## src/rtl/mem_dma.sv

```systemverilog
// mem_dma: block copy / fill engine that drives the mem_data read and write ports.
// Words move through a two-stage read -> write pipeline, one word per cycle.
module mem_dma #(
    parameter int unsigned COUNT_LEN = 8,
    parameter int unsigned WORD_LEN  = 16,
    parameter int unsigned ADDR_LEN  = 16
) (
    input  logic                 clk,
    input  logic                 rst,
    input  logic                 start,
    input  logic                 mode,
    input  logic [ADDR_LEN-1:0]  srcAddr,
    input  logic [ADDR_LEN-1:0]  dstAddr,
    input  logic [COUNT_LEN-1:0] len,
    input  logic [WORD_LEN-1:0]  fillData,
    output logic                 busy,
    output logic                 done,
    input  logic [WORD_LEN-1:0]  memDataOut,
    output logic [ADDR_LEN-1:0]  memReadAddr,
    output logic [ADDR_LEN-1:0]  memWriteAddr,
    output logic [WORD_LEN-1:0]  memDataIn,
    output logic                 memWriteEn
);

    typedef enum logic [1:0] {
        StIdle,
        StRun,
        StDrain,
        StDone
    } state_e;

    state_e               state_q, state_d;

    // Command arguments, frozen for the whole transfer.
    logic                 mode_q, mode_d;
    logic [ADDR_LEN-1:0]  src_q, src_d;
    logic [ADDR_LEN-1:0]  dst_q, dst_d;
    logic [COUNT_LEN-1:0] len_q, len_d;
    logic [WORD_LEN-1:0]  fill_q, fill_d;

    // Read-side word counter.
    logic [COUNT_LEN-1:0] rd_cnt_q, rd_cnt_d;

    // Write stage: data word, its destination address and a valid flag. The address is
    // captured together with the word (dst + index), so it always equals dst + wrCnt for
    // the write in flight and simply holds once the pipeline empties.
    logic [WORD_LEN-1:0]  stage_q, stage_d;
    logic [ADDR_LEN-1:0]  wr_addr_q, wr_addr_d;
    logic                 stage_valid_q, stage_valid_d;

    logic [ADDR_LEN-1:0]  rd_off;
    logic                 last_read;

    // Counter widened to address width; the sums below wrap modulo 2^ADDR_LEN.
    assign rd_off    = ADDR_LEN'(rd_cnt_q);
    assign last_read = (rd_cnt_q == len_q - COUNT_LEN'(1));

    // Next-state logic for the FSM and the datapath registers.
    always_comb begin
        state_d       = state_q;
        mode_d        = mode_q;
        src_d         = src_q;
        dst_d         = dst_q;
        len_d         = len_q;
        fill_d        = fill_q;
        rd_cnt_d      = rd_cnt_q;
        stage_d       = stage_q;
        wr_addr_d     = wr_addr_q;
        stage_valid_d = stage_valid_q;

        unique case (state_q)
            StIdle: begin
                if (start) begin
                    mode_d   = mode;
                    src_d    = srcAddr;
                    dst_d    = dstAddr;
                    len_d    = len;
                    fill_d   = fillData;
                    rd_cnt_d = '0;
                    // A zero-length command still spends one busy cycle (in DRAIN with an
                    // empty pipeline) so its done pulse lands one cycle after E1.
                    state_d  = (len == '0) ? StDrain : StRun;
                end
            end
            StRun: begin
                stage_d       = mode_q ? fill_q : memDataOut;
                wr_addr_d     = dst_q + rd_off;
                stage_valid_d = 1'b1;
                rd_cnt_d      = rd_cnt_q + COUNT_LEN'(1);
                if (last_read) begin
                    state_d = StDrain;
                end
            end
            StDrain: begin
                // The last word (if any) is written this cycle; the pipeline is then empty.
                stage_valid_d = 1'b0;
                state_d       = StDone;
            end
            StDone: begin
                state_d = StIdle;
            end
            default: begin
                state_d = StIdle;
            end
        endcase
    end

    // State and datapath registers, all cleared by the asynchronous reset.
    always_ff @(posedge clk or posedge rst) begin
        if (rst) begin
            state_q       <= StIdle;
            mode_q        <= 1'b0;
            src_q         <= '0;
            dst_q         <= '0;
            len_q         <= '0;
            fill_q        <= '0;
            rd_cnt_q      <= '0;
            stage_q       <= '0;
            wr_addr_q     <= '0;
            stage_valid_q <= 1'b0;
        end else begin
            state_q       <= state_d;
            mode_q        <= mode_d;
            src_q         <= src_d;
            dst_q         <= dst_d;
            len_q         <= len_d;
            fill_q        <= fill_d;
            rd_cnt_q      <= rd_cnt_d;
            stage_q       <= stage_d;
            wr_addr_q     <= wr_addr_d;
            stage_valid_q <= stage_valid_d;
        end
    end

    // Status and memory-port outputs, decoded from the registered state.
    always_comb begin
        busy         = (state_q == StRun) || (state_q == StDrain);
        done         = (state_q == StDone);
        memReadAddr  = (state_q == StRun) ? (src_q + rd_off) : '0;
        memWriteEn   = stage_valid_q;
        memWriteAddr = wr_addr_q;
        memDataIn    = stage_q;
    end

endmodule
```

## config.mk

```make
export PLATFORM = sky130hd
export DESIGN_NAME = mem_dma
export DESIGN_NICKNAME = d
export VERILOG_FILES = /design/src/rtl/mem_dma.sv
export SDC_FILE = /design/constraint.sdc
export NUM_CORES = 1
export LEC_CHECK = 0
export CAP_MARGIN = 20
export CELL_PAD_IN_SITES_DETAIL_PLACEMENT = 1
export CELL_PAD_IN_SITES_GLOBAL_PLACEMENT = 1
export CORE_MARGIN = 2
export CORE_UTILIZATION = 39
export CTS_CLUSTER_SIZE = 25
export DETAILED_ROUTE_END_ITERATION = 10
export GPL_ROUTABILITY_DRIVEN = 0
export PLACE_DENSITY = 0.88
export SYNTH_ARGS = -nofsm -noshare
export SYNTH_HDL_FRONTEND = slang
export SYNTH_SLANG_ARGS = --single-unit
```

## constraint.sdc

```tcl
create_clock -name clk -period 4.32 [get_ports clk]
set_input_delay 0.864 -clock clk [delete_from_list [all_inputs] [get_ports clk]]
set_output_delay 0.864 -clock clk [all_outputs]
set_load 0.02 [all_outputs]
```

==> out/results.env, run 1 <==
PATH_CELLS='ha_1 > a211oi_1 > o21bai_1 > a311oi_2 > o21ai_0 > mux2i_1 > clkdlybuf4s50_1'
N_ANTENNA_CELL=0
SEQUENTIAL_CELL_AREA_FRACTION_IN_THE_YOSYS_REPORT_PCT=46.1
WORSTMARGINPINSLEW_NS=0.969
ANTENNA_VIOLATING_NETS_POST_ROUTE=0
AREA_DELTA_SYNTH_FINAL_PCT=32.8
CP_DATA_ARRIVAL_TIME_NS=3.25
WORSTSETUPENDPOINTTYPE='output pin'
CRITICAL-PATH-SLOWEST-CELL='clkdlybuf4s50_1'
POST-DP-HPWL_MM=10.8
VIAS_IN_THE_FIRST_GLOBAL_ROUTE=4826
TOTAL_CTS_BUFFERS=9
PLACE_AREA_MM2=0.00687
RELSLEWSLACK_PCT=35.4
WIRE_LENGTH_OF_THE_FIRST_GLOBAL_ROUTING_PASS_MM=24.2
LAYOUT_CELLS_EXCL_FILL=805
HOLDWS_NS=0.509
POSTSYNTHCELLCOUNT=499
SYNTH-EDFF-COUNT=0
CTSLONGESTPATHBUFFERS=2
OUTCOME='finished clean'
MIN_PERIOD_NS=4.12
CTS_TREE='yes'
CTS.CLK_SLEW.WORST_PATHS_NS=0.07
TIMING.CRITICAL_PATH.FANOUT_MAX=8
ACHIEVABLE-FREQUENCY_MHz=243
SYNTHARSTFLOPSHARE_PCT=100
FINAL_CORE_UTILIZATION_PCT=52.5
RSZ_0062_RAISED_AFTER_GLOBAL_ROUTING='no'
GLOBAL_ROUTE.USAGE.TOTAL_PCT=20.8
OVERFLOW_AFTER_GRT=0
DETAILEDROUTE.FIRSTITERATIONVIOLATIONS=138
SYNTH.DISTINCT_CELLS=54
PLACE.PORT_BUFFERS=126
DIE-HEIGHT_UM=122
POST_SYNTH.CELL_AREA_AVG_UM2=10.9
CLKLATENCYLATEPIN_NS=0.35
CRITPATHMAXSTAGEDELAY_NS=0.63
FIRSTDRTPASSITERS=4
SETUP_WS_NS=0.205
CTS.SINK_COUNT=100
CRITICAL_PATH_CLASS='reg -> out'
CRITICAL_PATH.TOP_DELAY_FAMILY='compound AO/OA/AOI/OAI gates'
DR_TOTAL_VIAS=4378
NUMPLACEDINSTANCES=789
INITIAL_CORE_UTIL_PCT=39.5
WORSTPATHBUFFERINVERTERCOUNT=1
ANTENNA_FOUND_INITIAL=0
FINAL_LAYOUT_SIZE_SUFFIX_GT1_SHARE_PCT=14.9
ROUTE.DETAILED.WL_PER_INST_UM=18.3
TOTALWIRELENGTH_MM=14.8
IR_WORST_VDD_uV=169
CORE_AREA_MM2=0.0137
HTREEDEPTH=3
CRITICAL_PATH.STARTPOINT_TYPE='flip-flop'
NETLIST_AREA_MM2=0.00542
CP.REQUIRED_NS=3.46
POST-PLACE-WS_NS=0.460
FINALSETUPVIOLCOUNT=0
FINAL_PERIOD_UTILIZATION_PCT=95.3
CELLLEAKAGEPOWER_nW=3.21
FIN_TOTAL_PWR_mW=1.90
PLACEMENT_ROWS=43
SYNTH_SEQ_CELLS=100
PWR_DENSITY_CELL_mW_PER_MM2=265
MOST-COMMON-LAYOUT-CELLS='clkdlybuf4s50_1, dfrtp_1, mux2_2'
YOSYS_MOST_USED_DFF='dfrtp_1'
FINAL_MAX_SLEW_VIOL_COUNT=0
ROUTE.DETAILED.DRC=0
SYNTH_WARNINGS=0
MIN_PATH_TYPE='reg -> reg'
CTS_ROOT_BUF='clkbuf_16'
MAX-CAP-VIOLATIONS=0
TIMING_HOLD_VIOLATIONS_FINAL=0
FP.DIEAREA_MM2=0.0149
FIN_TNS_SETUP_NS=0
FINAL_COMMON_CELL='clkdlybuf4s50_1'
CLOCK_SKEW_NS=0.00677
GRT_MAX_DEGREE=63
DIE_X_UM=122
I_O_PIN_COUNT=127
VIA_PER_INST=5.44
NNETSFINAL=720
FINAL_AREA_MM2=0.00720
SYNTHESIS.NETS=599
[flip-flops by register name, summed over array words and instances, names as in the netlist]
name	cells
src_q	16
len_q	8
memWriteAddr	16
rd_cnt_q	8
memWriteEn	1
fill_q	16
dst_q	16
state_q	2
mode_q	1
memDataIn	16
[logic make-up (layout without fill, tap and decap cells)]
kind of cell | Yosys count | in the layout | share of synthesized area (%)
AO/OA/AOI/OAI | 93 | 93 | 11.1
XOR/XNOR | 28 | 28 | 4.52
adder cells (fa/ha/maj) | 24 | 24 | 5.81
buffers and inverters | 33 | 159 | 2.51
flip-flops | 100 | 100 | 46.1
multiplexers | 86 | 86 | 17.4
AND/OR/NAND/NOR | 135 | 135 | 12.6
[worst paths after layout]
path / slack [ns] / from / end / depth (start not counted)
max in group asynchronous: 2.60 / rst / src_q[11] / 3
min reg2reg: 0.51 / memWriteAddr[8] / memWriteAddr[8] / 1
min: 0.51 / memWriteAddr[8] / memWriteAddr[8] / 1
min in group asynchronous: 0.92 / rst / fill_q[0] / 2
max reg2reg: 1.79 / rd_cnt_q[1] / memWriteAddr[11] / 6
max: 0.20 / rd_cnt_q[1] / memReadAddr[9] / 7
[where the power goes]
| part | internal [mW] | total, mW | switching, mW |
|---|---|---|---|
| Sequential | 0.944 | 0.948 | 0.00457 |
| Clock | 0.479 | 0.829 | 0.350 |
| Combinational | 0.0791 | 0.128 | 0.0486 |
| Total | 1.50 | 1.90 | 0.403 |
[cell type report]
| class | count | area (um^2) |
|---|---|---|
| clock buffers | 12 | 256 |
| clock inverters | 4 | 47.5 |
| fillers | 1487 | 6520 |
| inverters | 13 | 51.3 |
| multi-input cells | 366 | 2810 |
| flip-flops and latches | 100 | 2500 |
| well taps | 180 | 225 |
| repair buffers | 130 | 1300 |
[routing by layer]
metal / up-vias / GRT usage (%) / share of wire [%]
met4: 0 / 8.05 / 1.9
met1: 2177 / 25.5 / 42
met3: 25 / 4.40 / 5.5
met2: 120 / 35.9 / 51
met5: - / 0 / 0
li1: 2056 / - / -
[cell usage after synthesis, types with 12 or more instances]
master | instances | area (um^2)
xor2_1 | 14 | 123
inv_1 | 13 | 48.8
mux2_2 | 64 | 721
ha_1 | 22 | 275
clkbuf_1 | 12 | 45.0
dfrtp_1 | 100 | 2500
a21oi_1 | 32 | 160
nor2_1 | 55 | 206
xnor2_1 | 14 | 123
mux2i_1 | 22 | 220
o21ai_0 | 16 | 80.1
nand2_1 | 16 | 60.1
[timing repair]
item | in CTS | in global routing
gates resized for setup | 0 | 4
hold buffers | 0 | 0
setup endpoints to repair | 0 | 9
setup buffers | 0 | 0
(Power assumes the default switching activity.)
==> run 2: changes to the inputs <==
- SLEW_MARGIN: unset -> 20
==> results of run 2 <==
Same layout as run 1: the final DEF is identical, and so are final timing and power.
